==> config.mk <==
export PLATFORM = sky130hd
export DESIGN_NAME = pipeline_hazard_controller_flat
export DESIGN_NICKNAME = d
export VERILOG_FILES = /design/src/rtl/pipeline_hazard_controller_if.sv /design/src/rtl/pipeline_hazard_controller.sv /design/src/flat_wrapper.sv
export SDC_FILE = /design/constraint.sdc
export NUM_CORES = 1
export LEC_CHECK = 0
export CORE_ASPECT_RATIO = 0.6
export CORE_MARGIN = 4
export CORE_UTILIZATION = 27
export DETAILED_ROUTE_END_ITERATION = 16
export GPL_TIMING_DRIVEN = 1
export PLACE_DENSITY_LB_ADDON = 0.2
export SYNTH_ARGS = -nofsm -noshare
export SYNTH_HDL_FRONTEND = slang
export SYNTH_SLANG_ARGS = --single-unit
==> constraint.sdc <==
create_clock -name clk -period 3.43 [get_ports clk]
set_input_delay 0.686 -clock clk [delete_from_list [all_inputs] [get_ports clk]]
set_output_delay 0.686 -clock clk [all_outputs]
set_load 0.05 [all_outputs]
==> src/rtl/pipeline_hazard_controller_if.sv <==
// Hazard-control bundle between the core's pipeline barriers and the hazard controller.
// master: pipeline side (drives hazard sources); slave: controller side.
interface pipeline_hazard_controller_if #(
    parameter int unsigned STALL_CNT_WIDTH = 32
);
    logic [4:0]                 idLHSRegisterIndex;
    logic [4:0]                 idRHSRegisterIndex;
    logic                       idUsesRHS;
    logic                       exMemRead;
    logic [4:0]                 exWriteRegisterIndex;
    logic                       exBranchTaken;
    logic                       exMultiCycleStart;
    logic                       pcDontUpdate;
    logic                       ifIdDontUpdate;
    logic                       idExDontUpdate;
    logic                       ifIdFlush;
    logic                       idExFlush;
    logic                       exMemFlush;
    logic [STALL_CNT_WIDTH-1:0] stallCycles;

    modport master (
        output idLHSRegisterIndex, idRHSRegisterIndex, idUsesRHS, exMemRead,
               exWriteRegisterIndex, exBranchTaken, exMultiCycleStart,
        input  pcDontUpdate, ifIdDontUpdate, idExDontUpdate,
               ifIdFlush, idExFlush, exMemFlush, stallCycles
    );

    modport slave (
        input  idLHSRegisterIndex, idRHSRegisterIndex, idUsesRHS, exMemRead,
               exWriteRegisterIndex, exBranchTaken, exMultiCycleStart,
        output pcDontUpdate, ifIdDontUpdate, idExDontUpdate,
               ifIdFlush, idExFlush, exMemFlush, stallCycles
    );
endinterface

==> src/rtl/pipeline_hazard_controller.sv <==
// Stall/flush generation for load-use, taken branches and multi-cycle EX ops,
// plus a saturating stall-cycle counter.
module pipeline_hazard_controller #(
    parameter int unsigned MULTI_CYCLE_LATENCY = 4,
    parameter int unsigned STALL_CNT_WIDTH     = 32
) (
    input logic                          clk,
    input logic                          rst,
    pipeline_hazard_controller_if.slave  hz
);
    localparam int unsigned CNT_W = (MULTI_CYCLE_LATENCY > 1) ? $clog2(MULTI_CYCLE_LATENCY) : 1;
    localparam logic [CNT_W-1:0] CNT_LOAD = CNT_W'(MULTI_CYCLE_LATENCY - 1);

    typedef enum logic [1:0] {
        RUN   = 2'd0,
        MULTI = 2'd1,
        DONE  = 2'd2
    } state_t;

    state_t                     state, stateNext;
    logic [CNT_W-1:0]           cnt, cntNext;
    logic [STALL_CNT_WIDTH-1:0] stallCnt;
    logic                       loadUse;
    logic                       pcHold, ifIdHold, idExHold;
    logic                       ifIdClr, idExClr, exMemClr;

    assign loadUse = hz.exMemRead && (hz.exWriteRegisterIndex != 5'd0) &&
                     ((hz.exWriteRegisterIndex == hz.idLHSRegisterIndex) ||
                      (hz.idUsesRHS && (hz.exWriteRegisterIndex == hz.idRHSRegisterIndex)));

    always_comb begin
        stateNext = state;
        cntNext   = cnt;
        pcHold    = 1'b0;
        ifIdHold  = 1'b0;
        idExHold  = 1'b0;
        ifIdClr   = 1'b0;
        idExClr   = 1'b0;
        exMemClr  = 1'b0;
        if (rst) begin
            ifIdClr   = 1'b1;
            idExClr   = 1'b1;
            exMemClr  = 1'b1;
            stateNext = RUN;
            cntNext   = '0;
        end else begin
            unique case (state)
                RUN, DONE: begin
                    stateNext = RUN;
                    if (state == RUN && hz.exMultiCycleStart) begin
                        pcHold    = 1'b1;
                        ifIdHold  = 1'b1;
                        idExHold  = 1'b1;
                        exMemClr  = 1'b1;
                        cntNext   = CNT_LOAD;
                        stateNext = MULTI;
                    end else if (hz.exBranchTaken) begin
                        ifIdClr = 1'b1;
                        idExClr = 1'b1;
                    end else if (loadUse) begin
                        pcHold   = 1'b1;
                        ifIdHold = 1'b1;
                        idExClr  = 1'b1;
                    end
                end
                MULTI: begin
                    pcHold   = 1'b1;
                    ifIdHold = 1'b1;
                    idExHold = 1'b1;
                    exMemClr = 1'b1;
                    // Entry cycle in RUN counts toward the latency, so leave once cnt reaches 1
                    // (LATENCY=1 loads 0 and still spends one cycle here).
                    if (cnt > CNT_W'(1)) begin
                        cntNext = cnt - CNT_W'(1);
                    end else begin
                        cntNext   = '0;
                        stateNext = DONE;
                    end
                end
                default: stateNext = RUN;
            endcase
        end
    end

    always_ff @(posedge clk) begin
        if (rst) begin
            state    <= RUN;
            cnt      <= '0;
            stallCnt <= '0;
        end else begin
            state <= stateNext;
            cnt   <= cntNext;
            if (pcHold && (stallCnt != '1)) begin
                stallCnt <= stallCnt + STALL_CNT_WIDTH'(1);
            end
        end
    end

    assign hz.pcDontUpdate   = pcHold;
    assign hz.ifIdDontUpdate = ifIdHold;
    assign hz.idExDontUpdate = idExHold;
    assign hz.ifIdFlush      = ifIdClr;
    assign hz.idExFlush      = idExClr;
    assign hz.exMemFlush     = exMemClr;
    assign hz.stallCycles    = stallCnt;
endmodule
==> src/flat_wrapper.sv <==
// flat-port wrapper written by rule: the top's interface ports become plain ports
module pipeline_hazard_controller_flat 
#(
    parameter int unsigned MULTI_CYCLE_LATENCY = 4,
    parameter int unsigned STALL_CNT_WIDTH     = 32
)
  (clk, rst, hz_idLHSRegisterIndex, hz_idRHSRegisterIndex, hz_idUsesRHS, hz_exMemRead, hz_exWriteRegisterIndex, hz_exBranchTaken, hz_exMultiCycleStart, hz_pcDontUpdate, hz_ifIdDontUpdate, hz_idExDontUpdate, hz_ifIdFlush, hz_idExFlush, hz_exMemFlush, hz_stallCycles);
  pipeline_hazard_controller_if #(.STALL_CNT_WIDTH(STALL_CNT_WIDTH)) hz_i ();
  input logic clk;
  input logic rst;
  input wire logic [$bits(hz_i.idLHSRegisterIndex)-1:0] hz_idLHSRegisterIndex;
  input wire logic [$bits(hz_i.idRHSRegisterIndex)-1:0] hz_idRHSRegisterIndex;
  input wire logic [$bits(hz_i.idUsesRHS)-1:0] hz_idUsesRHS;
  input wire logic [$bits(hz_i.exMemRead)-1:0] hz_exMemRead;
  input wire logic [$bits(hz_i.exWriteRegisterIndex)-1:0] hz_exWriteRegisterIndex;
  input wire logic [$bits(hz_i.exBranchTaken)-1:0] hz_exBranchTaken;
  input wire logic [$bits(hz_i.exMultiCycleStart)-1:0] hz_exMultiCycleStart;
  output wire logic [$bits(hz_i.pcDontUpdate)-1:0] hz_pcDontUpdate;
  output wire logic [$bits(hz_i.ifIdDontUpdate)-1:0] hz_ifIdDontUpdate;
  output wire logic [$bits(hz_i.idExDontUpdate)-1:0] hz_idExDontUpdate;
  output wire logic [$bits(hz_i.ifIdFlush)-1:0] hz_ifIdFlush;
  output wire logic [$bits(hz_i.idExFlush)-1:0] hz_idExFlush;
  output wire logic [$bits(hz_i.exMemFlush)-1:0] hz_exMemFlush;
  output wire logic [$bits(hz_i.stallCycles)-1:0] hz_stallCycles;
  assign hz_i.idLHSRegisterIndex = hz_idLHSRegisterIndex;
  assign hz_i.idRHSRegisterIndex = hz_idRHSRegisterIndex;
  assign hz_i.idUsesRHS = hz_idUsesRHS;
  assign hz_i.exMemRead = hz_exMemRead;
  assign hz_i.exWriteRegisterIndex = hz_exWriteRegisterIndex;
  assign hz_i.exBranchTaken = hz_exBranchTaken;
  assign hz_i.exMultiCycleStart = hz_exMultiCycleStart;
  assign hz_pcDontUpdate = hz_i.pcDontUpdate;
  assign hz_ifIdDontUpdate = hz_i.ifIdDontUpdate;
  assign hz_idExDontUpdate = hz_i.idExDontUpdate;
  assign hz_ifIdFlush = hz_i.ifIdFlush;
  assign hz_idExFlush = hz_i.idExFlush;
  assign hz_exMemFlush = hz_i.exMemFlush;
  assign hz_stallCycles = hz_i.stallCycles;
  pipeline_hazard_controller #(.MULTI_CYCLE_LATENCY(MULTI_CYCLE_LATENCY), .STALL_CNT_WIDTH(STALL_CNT_WIDTH)) u_core (.clk(clk), .rst(rst), .hz(hz_i));
endmodule
After elaboration in Yosys (flattened, before gate mapping)

Index checks and enable logic that the tools add are counted.

$add $sub $neg: 2
Magnitude comparators: 1
Equality and inequality tests: 7
Multiplexer cells: 23
Reductions and logical operators: 11

Operator list:

| cell                                                                            | number |
|---|---|
| 32-bit by 1-bit adder with 32-bit output, second input constant                 | 1 |
| 32-bit != test, second input constant                                           | 1 |
| 1-bit two-way mux                                                               | 16 |
| 5-bit equality test                                                             | 2 |
| 2-bit one-hot mux with 2 select lines                                           | 2 |
| 2-bit two-way mux                                                               | 3 |
| 1-bit logical AND                                                               | 5 |
| 5-bit nonzero test                                                              | 1 |
| 1-bit one-hot mux with 2 select lines                                           | 2 |
| 2-bit by 1-bit equality test with 1-bit output, second input constant           | 1 |
| 2-bit equality test, second input constant                                      | 1 |
| 2-bit by 1-bit greater-than comparator with 1-bit output, second input constant | 1 |
| 2-bit zero test                                                                 | 1 |
| 2-bit by 1-bit != test with 1-bit output, second input constant                 | 1 |
| 2-bit != test, second input constant                                            | 1 |
| 2-bit AND reduction                                                             | 1 |
| 2-bit nonzero test                                                              | 1 |
| 2-bit OR reduction                                                              | 1 |
| 2-bit by 1-bit subtractor with 2-bit output, second input constant              | 1 |
| 1-bit logical OR                                                                | 1 |

Register bits: 36
Output and inout bits: 38
Logic and storage cells: 47

Depth between registers and ports, before layout

Depth after elaboration: 10
Depth in mapped cells: 10

Worst setup path after synthesis

Ideal clock, no wire load.

Path type: input to output
Start: input port hz_exMultiCycleStart
End: output port hz_pcDontUpdate
Data arrival time: 2.666 ns
Data required time: 2.744 ns
Slack: 0.078 ns
Cell stages on the path: 6
Path buffers: 3
Cell sequence: nor2_1 > nor3_1 > a31o_4 > buf_6 > buf_8 > buf_4

Longest elaborated chain between the ends: 4

RTL lines:

| item                                  | line                             | source |
|---|---|---|
| start, declared                       | flat_wrapper.sv:17               | `input wire logic [$bits(hz_i.exMultiCycleStart)-1:0] hz_exMultiCycleStart;` |
| 1-bit logical AND                     | pipeline_hazard_controller.sv:50 | `if (state == RUN && hz.exMultiCycleStart) begin` |
| 1-bit two-way mux                     | -                                |  |
| 1-bit one-hot mux with 2 select lines | -                                |  |
| 1-bit two-way mux                     | -                                |  |
| end, declared                         | flat_wrapper.sv:18               | `output wire logic [$bits(hz_i.pcDontUpdate)-1:0] hz_pcDontUpdate;` |

No other way between the ends.

Worst setup path in the final report

Start: input port hz_exWriteRegisterIndex[0]
End: output port hz_pcDontUpdate

Longest elaborated chain between the ends: 9
Elaborated cells on any way between the ends: 12

RTL lines:

| item                                    | line                             | source |
|---|---|---|
| start, declared                         | flat_wrapper.sv:15               | `input wire logic [$bits(hz_i.exWriteRegisterIndex)-1:0] hz_exWriteRegisterIndex;` |
| 5-bit equality test                     | pipeline_hazard_controller.sv:29 | `(hz.idUsesRHS && (hz.exWriteRegisterIndex == hz.idRHSRegisterIndex)));` |
| 1-bit logical AND                       | pipeline_hazard_controller.sv:29 |  |
| 1-bit logical OR                        | pipeline_hazard_controller.sv:28 | `((hz.exWriteRegisterIndex == hz.idLHSRegisterIndex) \|\|` |
| 1-bit logical AND *                     | pipeline_hazard_controller.sv:27 | `assign loadUse = hz.exMemRead && (hz.exWriteRegisterIndex != 5'd0) &&` |
| 1-bit two-way mux *                     | pipeline_hazard_controller.sv:60 | `end else if (loadUse) begin` |
| 1-bit two-way mux *                     | pipeline_hazard_controller.sv:57 | `end else if (hz.exBranchTaken) begin` |
| 1-bit two-way mux *                     | pipeline_hazard_controller.sv:50 |  |
| 1-bit one-hot mux with 2 select lines * | pipeline_hazard_controller.sv:47 | `unique case (state)` |
| 1-bit two-way mux *                     | pipeline_hazard_controller.sv:40 | `if (rst) begin` |

Mark *: on every way between the ends. The rest lies on a longest branch, timed or not.

==> summary by stage <==
Run status
The flow ran to the end, and the final reports show no timing, DRC or antenna violations.

Synthesis
The portion of the post-synthesis area used by sequential elements is a little over a third. After synthesis, the share of flip-flops with an asynchronous set or reset is 0%. Yosys attributes the largest share of cell area to dfxtp_1, xor2_1, nand4_1.

The cell area that synthesis handed to floorplanning was between 0.002 and 0.0025 mm². The dominant cell by count in the synthesized netlist is dfxtp_1. The number of warning messages in the yosys log is 0. The synthesized netlist cell count is 244. Yosys mapped a number of flops with a built-in enable equal to 0. The number of distinct library cell variants in the gate-level netlist after synthesis is 43. For this run, the leading register cell type out of synthesis is dfxtp_1. The post-synthesis average cell area is 8.23 µm². In the synthesized netlist, the cells that appear most often are dfxtp_1, nor2_1, xor2_1. The post-synthesis net count is 266. dfxtp_1 takes more of the synthesized area than any other cell.

The post-synthesis sequential element count is 36. The fraction of synthesized cell area taken by the top area cell type is a little over a third.

Global route
The total routing usage reported by global routing is 13.4%. The total overflow left after global routing is 0. The largest net degree at the start of global routing is 38.

The global-route wire length before repair is around 9.6 mm. The via count of the first global-routing pass is 1,897. The number of antenna violations at the first check in global routing came to 0.

CTS
The count of clock tree sinks is 36. Buffers inserted during clock tree synthesis total 5. The total of hold buffers inserted after clock tree synthesis is 0. The later-pin clock latency in the skew report is 280 ps. Clock-pin slew was measured on the worst setup and hold paths at 50 ps.

The H-tree was split into 2 levels. TritonCTS built the clock tree. The longest clock path from root to sink contains 2 buffers. Once the clock tree was built, the resizer swapped 0 gates to a different size. The number of setup buffers added after CTS is 0. The clock root buffer master is clkbuf_16.

Power
The clock network burns 47.0% of the power. The peak supply drop is 229 µV. The sequential power share is 39.9%. The proportion of total power due to net switching is ~23%.

Dividing total power by cell area gives a power density of roughly 380 mW/mm². The reported leakage power is about 0.95 nW. The internal power component is 0.832 mW.

The analysis attributes to net switching a power of 0.249 mW. Combinational logic is responsible for a little over an eighth of the overall power.

Worst setup path
The critical path endpoint category is an output pin. The kind of start point of the critical path is an input pin. The worst path required time is 2740 ps.

The arrival time of the worst setup path is 2450 ps. The critical path in this run is classified as in -> out. The maximum fanout along the worst path is 12.

Placement
The number of I/O port buffers is 58. The final weighted congestion in routability-driven placement is 0.775. Once placement finished, the instance area stood at 0.00271 mm². The minimum setup slack after placement is 282 ps.

The HPWL after detailed placement is 4.42 mm.

Floorplanning
The die outline area is ~0.0089 mm². During I/O placement, the number of pins put on the boundary was 59. The number of cell rows is 24.

The overall die width is 119 µm. The starting density of the core is 27.7%. The overall die height is 74.8 µm. The area inside the core boundary is 0.00724 mm².

Timing
The slew at the pin closest to its max-slew limit is ~710 ps. Between clock sinks in the finished design, the worst skew comes to 3.56 ps. Across all hold checks on the routed design, the worst slack comes to around 480 ps. The worst pin sits at a relative slew slack of 52.3%. The total count of max-transition violations in the final report is 0. The count of endpoints failing hold in the final timing report is 0. For the final routed database, the setup TNS stands at 0 ps. For the finished layout, the period the worst path requires is 3140 ps. The part of the cycle the worst path needs is 91.5%. Derived from the worst setup path, the maximum achievable clock frequency is 319 MHz. Setup repair after global routing left no endpoint under its margin. Setup violations remaining at the end of the flow were counted as 0. Once routing completed, OpenROAD measured the worst setup slack at approximately 300 ps.

Route
The pre-antenna-repair detailed-routing pass consisted of 4 iterations. The DRC marker count from the first detailed-route iteration is 136. The total routed wirelength is 5.79 mm.

After detailed routing, the average wire length per cell comes to 14.3 µm. The number of nets still failing antenna checks after routing is 0. The number of remaining DRC errors is 0.

Dividing the detail-routed via count by the number of cells gives 4.73. The total number of vias is 1,920.

Cells and area
In the final layout, the share of cells above drive strength 1 is 9.60%. The number of antenna cells inserted is 0. The final standard cell area without fillers is 0.00287 mm². From synthesis to final layout, the design area changed by 43.0%. The post-layout net count is about 320.

Job
The max-cap check violation count is 0.

Hold path
The classification of the worst-slack hold path is reg -> reg.
[cells in the final DEF (no fill, tap or decap), types with 2 or more instances in the layout]
cell	n
nand3_2	4
nand3b_1	2
a21oi_1	12
nand4_1	18
nand2_1	14
nor3_1	5
or4_1	2
nand2_2	2
o21ai_0	13
o31ai_1	3
inv_1	4
xor2_1	19
nor2_1	29
nand3_1	18
dfxtp_1	36
nand2b_1	2
clkdlybuf4s50_1	52
clkbuf_16	5
xnor2_1	11
buf_4	4
and3_1	8
buf_12	5
or3_1	7
nor2b_1	4
nor4_1	3
[metrics by stage]
stage / utilization, % / total power [mW] / instances
after floorplan: - / 0.519 / 244
after global placement: 37.4 / 0.582 / 398
after detailed placement: 37.4 / 0.582 / 398
after CTS: 39.6 / 1.09 / 406
after global routing: 39.6 / 1.12 / 406
final: 39.6 / 1.08 / 406
[layout make-up]
cell class                 count  area [µm²]
clock buffer                   6         129
clock inverter                 2        35.0
fill                         741        4370
inverter                       4        15.0
multi-input combinational    193        1190
sequential                    36         721
tap                          104         130
timing repair buffer          61         651
[final timing paths]
path,start,end,slack (ps),cells after the start
worst max-delay path,hz_exWriteRegisterIndex[0],hz_pcDontUpdate,290,5
worst min-delay path,u_core.cnt[1]$_SDFFE_PP0P_,u_core.state[1]$_SDFFE_PP0P_,480,1
worst max register to register,u_core.hz.stallCycles[0]$_SDFFE_PP0P_,u_core.hz.stallCycles[5]$_SDFFE_PP0P_,880,8
worst min register to register,u_core.cnt[1]$_SDFFE_PP0P_,u_core.state[1]$_SDFFE_PP0P_,480,1
[power by group through the flow]
stage | clock (mW) | combinational, mW | sequential (mW)
2_1_floorplan | 0 | 0.0722 | 0.446
3_3_place_gp | 0 | 0.141 | 0.440
3_5_place_dp | 0 | 0.141 | 0.441
4_1_cts | 0.519 | 0.142 | 0.431
5_1_grt | 0.539 | 0.151 | 0.433
6_report | 0.508 | 0.141 | 0.432
[cell families after synthesis]
kind of cell,Yosys count,share of synthesized area (%)
buffers and inverters,15,4.86
adder cells (fa/ha/maj),1,0.623
multiplexers,1,0.561
AO/OA/AOI/OAI,35,10.5
XOR/XNOR,30,13.1
AND/OR/NAND/NOR,126,34.5
flip-flops,36,35.9
[worst max-delay path, stage by stage]
cell and delay, ps:
clkdlybuf4s50_1 470, or4_1 550, o21a_1 220, a31o_4 340, buf_12 180
[sequential cells by signal (all words and copies together), names as in the netlist]
register	flops
u_core.cnt	2
u_core.hz.stallCycles	32
u_core.state	2
[per-layer routing]
layer  vias to the layer above  routed length, µm  global-route usage, %
met3                         5                307                   3.60
met1                       874               3170                   19.8
met4                         0                 29                   2.28
met2                        54               2290                   19.7
met5                         -                  0                      0
li1                        987                  -                      -
Note: power is estimated with default switching activity, not from simulation.
==> edit 1, RTL diff (same flow settings) <==
`STALL_CNT_WIDTH` is set to 32 in 3 places; all go to 36.
--- a/src/rtl/pipeline_hazard_controller_if.sv
+++ b/src/rtl/pipeline_hazard_controller_if.sv
@@ -1,7 +1,7 @@
 // Hazard-control bundle between the core's pipeline barriers and the hazard controller.
 // master: pipeline side (drives hazard sources); slave: controller side.
 interface pipeline_hazard_controller_if #(
-    parameter int unsigned STALL_CNT_WIDTH = 32
+    parameter int unsigned STALL_CNT_WIDTH = 36
 );
     logic [4:0]                 idLHSRegisterIndex;
     logic [4:0]                 idRHSRegisterIndex;
--- a/src/rtl/pipeline_hazard_controller.sv
+++ b/src/rtl/pipeline_hazard_controller.sv
@@ -2,7 +2,7 @@
 // plus a saturating stall-cycle counter.
 module pipeline_hazard_controller #(
     parameter int unsigned MULTI_CYCLE_LATENCY = 4,
-    parameter int unsigned STALL_CNT_WIDTH     = 32
+    parameter int unsigned STALL_CNT_WIDTH     = 36
 ) (
     input logic                          clk,
     input logic                          rst,
--- a/src/flat_wrapper.sv
+++ b/src/flat_wrapper.sv
@@ -2,7 +2,7 @@
 module pipeline_hazard_controller_flat 
 #(
     parameter int unsigned MULTI_CYCLE_LATENCY = 4,
-    parameter int unsigned STALL_CNT_WIDTH     = 32
+    parameter int unsigned STALL_CNT_WIDTH     = 36
 )
   (clk, rst, hz_idLHSRegisterIndex, hz_idRHSRegisterIndex, hz_idUsesRHS, hz_exMemRead, hz_exWriteRegisterIndex, hz_exBranchTaken, hz_exMultiCycleStart, hz_pcDontUpdate, hz_ifIdDontUpdate, hz_idExDontUpdate, hz_ifIdFlush, hz_idExFlush, hz_exMemFlush, hz_stallCycles);
   pipeline_hazard_controller_if #(.STALL_CNT_WIDTH(STALL_CNT_WIDTH)) hz_i ();
Ports: changed (resized hz_stallCycles); port bits go from 59 to 63. No check against the original RTL was run, so the function may have changed too.
==> edit 1 against the unedited design <==
- sequential cell count rose by 4
- final area rose by 15%
- wire length rose by 18%
- sequential share of layout area fell by 0.81 points
- area after synthesis rose by 18%
- critical path depth rose by 2
- worst setup slack got worse by 0.027 ns
- maximum frequency fell by 0.85%
- total power rose by 6.3%
==> edit 1: results (changes against the unedited design) <==
| Metric | Value |
|---|---|
| Routability Congestion | `0.7490 (was 0.7753)` |
| Initial antenna violation count | `0 (unchanged)` |
| Global-route wire length before repair | `11.22 mm (was 9.584 mm)` |
| Post-Syn Nets | `303 (was 266)` |
| Largest stage delay on the critical path | `0.56 ns` |
| Worst Tran Pin Value | `0.7119 ns (was 0.7084 ns)` |
| Resized cells post-CTS | `0 (unchanged)` |
| LEAKAGE | `1.122 nW (was 0.9465 nW)` |
| Max reg flops | `36 (was 32)` |
| Family with the most delay on the worst path | `buffers and inverters (unchanged)` |
| # nets final | `365 (was 323)` |
| Arrival @ worst endpoint | `2.48 ns (was 2.45 ns)` |
| Layout cells sized above 1 | `0.09593 (was 0.09603)` |
| 1st-iter DRT viols | `133 (was 136)` |
| Number of port buffers | `62 (was 58)` |
| Clock insertion delay at the later pin of the skew report | `0.29 ns` |
| Clock skew | `0.005690 ns (was 0.003555 ns)` |
| IR drop worst, VDD | `169.6 uV (was 229.4 uV)` |
| Register area share after synthesis | `0.3383 (was 0.3591)` |
| Ranking of synthesized cells by area | `dfxtp_1, mux2_1, xnor2_1 (was dfxtp_1, xor2_1, nand4_1)` |
| Vias in the first global route | `2151 (was 1897)` |
| Status | `completed (unchanged)` |
| Final wirelength | `6.863 mm (was 5.794 mm)` |
| Ant diodes | `0 (unchanged)` |
| Commonest cells post-synth | `dfxtp_1, nand2_1, nor2_1 (was dfxtp_1, nor2_1, xor2_1)` |
| Overall Global Routing Usage | `0.1382 (was 0.1336)` |
| Fillcell total | `900 (was 741)` |
| Largest net degree at the start of global routing | `39 (was 38)` |
| Slowest cell on crit path | `or4_1 (unchanged)` |
| DP HPWL | `5.187 mm (was 4.421 mm)` |
| Critical Path Fanout Max | `4 (was 12)` |
| Drt pass-1 iters | `4 (unchanged)` |
| Root Buffer | `clkbuf_16 (unchanged)` |
| Worst slack, placed | `0.2393 ns (was 0.2819 ns)` |
| Netlist cell types | `50 (was 43)` |
| Via Count | `2359 (was 1920)` |
edit 1: changes by cell type in the layout (fill, tap and decap cells not counted), sizes merged, moves of 5 or more:
cell and change:
xor2 -19, mux2 +11, or4 +10, nand2 +9, nor2 -9, nor2b +8
a21oi +7, nand3 -7, nand4 -7, inv +5, nor4b +5, o41ai +5
edit 1: per-stage QoR:
step | hold WS (ns) | area [sq um] | utilization | instances
floorplan | 0.4333 | 2367 | - | 281
global placement | 0.4632 | 3131 | 0.3673 | 448
detailed placement | 0.4780 | 3131 | 0.3673 | 448
CTS | 0.4865 | 3294 | 0.3865 | 456
global route | 0.5155 | 3294 | 0.3865 | 456
finish | 0.4850 | 3294 | 0.3865 | 456
edit 1: path summary, 6_finish.rpt:
kind | startpoint | to | slack (ns) | depth (start not counted)
max reg2reg | u_core.hz.stallCycles[23] | u_core.hz.stallCycles[1] | 0.82 | 6
max | hz_exWriteRegisterIndex[0] | hz_pcDontUpdate | 0.27 | 7
min | u_core.cnt[1] | u_core.state[1] | 0.49 | 1
min reg2reg | u_core.cnt[1] | u_core.state[1] | 0.49 | 1
edit 1: cell families (layout without fill, tap and decap cells):
| group | count (synthesis) | count (layout) | synth area share |
|---|---|---|---|
| DFF | 40 | 40 | 0.3383 |
| adders and majority gates | 1 | 1 | 0.005285 |
| muxes | 12 | 12 | 0.05708 |
| xor gates and xnor gates | 11 | 11 | 0.04070 |
| AOI/OAI and AO/OA | 60 | 60 | 0.1829 |
| buffers and inverters | 22 | 85 | 0.03964 |
| and+or+nand+nor | 135 | 135 | 0.3361 |
edit 1: layout make-up:
cell class / count / area [sq um] / area share
sequential: 40 / 800.8 / 0.2431
timing repair buffer: 68 / 683.2 / 0.2074
multi-input combinational: 219 / 1473 / 0.4470
tap: 112 / 140.1 / 0.04254
inverter: 9 / 33.78 / 0.01025
clock buffer: 6 / 128.9 / 0.03912
clock inverter: 2 / 35.03 / 0.01063
edit 1: power breakdown:
part	total (mW)	switching [mW]	leakage [nW]	internal (mW)
Sequential	0.476	0.00612	0.323	0.470
Clock	0.534	0.191	0.0808	0.342
Combinational	0.140	0.0802	0.718	0.0595
Total	1.15	0.278	1.12	0.872
edit 1: worst register-to-register path, stage by stage (launching register included):
cell and delay [ns]:
dfxtp_1 0.45, nand4_1 0.27, nor4_4 0.60, and3_1 0.66, buf_4 0.30, o21ai_1 0.07, a21oi_1 0.17
edit 1: routing by layer:
layer | vias to the layer above | part of all wire | GRT usage
li1 | 1184 | - | -
met1 | 1126 | 0.53 | 0.2002
met2 | 42 | 0.40 | 0.1937
met3 | 7 | 0.056 | 0.04585
met4 | 0 | 0.0090 | 0.03459
met5 | - | 0 | 0
==> edit 2, RTL diff (same flow settings) <==
Made on the original files. Re-encode `state_t` (3 states) as one-hot, 3 bits wide.
--- a/src/rtl/pipeline_hazard_controller.sv
+++ b/src/rtl/pipeline_hazard_controller.sv
@@ -11,10 +11,10 @@
     localparam int unsigned CNT_W = (MULTI_CYCLE_LATENCY > 1) ? $clog2(MULTI_CYCLE_LATENCY) : 1;
     localparam logic [CNT_W-1:0] CNT_LOAD = CNT_W'(MULTI_CYCLE_LATENCY - 1);
 
-    typedef enum logic [1:0] {
-        RUN   = 2'd0,
-        MULTI = 2'd1,
-        DONE  = 2'd2
+    typedef enum logic [2:0] {
+        RUN   = 3'b001,
+        MULTI = 3'b010,
+        DONE  = 3'b100
     } state_t;
 
     state_t                     state, stateNext;
Check against the original RTL: same outputs for any inputs over 10 cycles, from zero or initial values and one cycle with rst high; not proved beyond that.
==> edit 2 against the unedited design <==
- wire length down 5.2%
- final area up 2.8%
- sequential share of layout area about the same
- clock skew up 0.0018 ns
- sequential power up 2%
- first-iteration DRC count up 5.9%
- total power down 5.8%
- worst setup slack better by 0.031 ns
- area after synthesis up 2.7%
- sequential cell count up 1
- non-clock buffer count up 1
==> edit 2: results (changes against the unedited design) <==
| Metric | Value |
|---|---|
| Status | `completed (unchanged)` |
| Met2 wire length | `2.081 mm (was 2.289 mm)` |
| Hold Path End | `u_core.cnt[0] (was u_core.state[1])` |
| Fillcell total | `754 (was 741)` |
| Mean number of vias per cell | `4.983 (was 4.729)` |
| Register area share after synthesis | `0.3592 (was 0.3591)` |
| End of the critical path | `hz_ifIdDontUpdate (was hz_pcDontUpdate)` |
| Clk sinks | `37 (was 36)` |
| Inverters excl. clock | `9 (was 4)` |
| Global-route wire length before repair | `9.121 mm (was 9.584 mm)` |
| 1st-iter DRT viols | `144 (was 136)` |
| #MultiIn Comb | `198 (was 193)` |
| Synth-to-layout area growth | `43.02% (was 42.96%)` |
| Post-synthesis compound-gate area fraction | `0.1917 (was 0.1047)` |
| Worst Tran Pin Value | `0.5152 ns (was 0.7084 ns)` |
| Largest net degree at the start of global routing | `57 (was 38)` |
| Worst slack, placed | `0.3063 ns (was 0.2819 ns)` |
| DP HPWL | `4.039 mm (was 4.421 mm)` |
| Routability Congestion | `0.7567 (was 0.7753)` |
| Non-Clock Buffer Area Fraction | `0.2317 (was 0.2268)` |
| Ranking of synthesized cells by area | `dfxtp_1, a21oi_1, or3_1 (was dfxtp_1, xor2_1, nand4_1)` |
| Sw Share | `0.2471 (was 0.2305)` |
| Clock power frac | `0.432 (was 0.470)` |
| Fraction of area in multi-input gates | `0.4132 (was 0.4143)` |
| Comb power frac | `0.134 (was 0.130)` |
| Post-layout min period | `3.107 ns (was 3.138 ns)` |
| Hold path cells | `2 (was 1)` |
| WL met1 | `2.816 mm (was 3.167 mm)` |
| Final wirelength | `5.492 mm (was 5.794 mm)` |
| Netlist cell types | `48 (was 43)` |
| Post-synthesis mux area share | `0.03034 (was 0.005611)` |
| Met1 GRT Util | `0.1809 (was 0.1982)` |
| Hold Crit Start | `u_core.cnt[0] (was u_core.cnt[1])` |
| Met3 Use GR | `0.04970 (was 0.03604)` |
| Commonest cells post-synth | `dfxtp_1, a21oi_1, nand2_1 (was dfxtp_1, nor2_1, xor2_1)` |
| Clock skew | `0.005340 ns (was 0.003555 ns)` |
| IR drop worst, VDD | `173.0 uV (was 229.4 uV)` |
| Post-Syn Nets | `279 (was 266)` |
| Critical Path Fanout Max | `3 (was 12)` |
| Routing usage on met2 | `0.1691 (was 0.1970)` |
| Worst r2r path cells | `6 (was 8)` |
| Bufs w/o clock | `62 (was 61)` |
| Arrival @ worst endpoint | `2.42 ns (was 2.45 ns)` |
| Area after DPL | `0.002806 sq mm (was 0.002705 sq mm)` |
| Layout cells sized above 1 | `0.08280 (was 0.09603)` |
## edit 2: changes by cell type in the layout (fill, tap and decap cells not counted), sizes merged, moves of 5 or more
| cell | unedited run | this run |
|---|---|---|
| xor2 | 19 | 1 |
| o21ai | 13 | 21 |
| a21oi | 12 | 26 |
| nand4 | 19 | 10 |
| nand2 | 16 | 22 |
| nand3 | 22 | 13 |
| or4 | 2 | 10 |
| and3 | 9 | 1 |
| nor2 | 30 | 16 |
| inv | 4 | 9 |
| o31ai | 3 | 9 |
| or3 | 7 | 14 |
## edit 2: cell families after synthesis
logic type	after synthesis
and+or+nand+nor	113
AOI/OAI and AO/OA	67
DFF	37
buffers and inverters	22
xor gates and xnor gates	11
muxes	6
adders and majority gates	1
## edit 2: worst max-delay path, stage by stage
cell	delay, ns
clkdlybuf4s50_1	0.46
or4_1	0.53
o21ai_1	0.23
nor2_1	0.06
nand2_1	0.10
nand2_1	0.15
buf_12	0.20
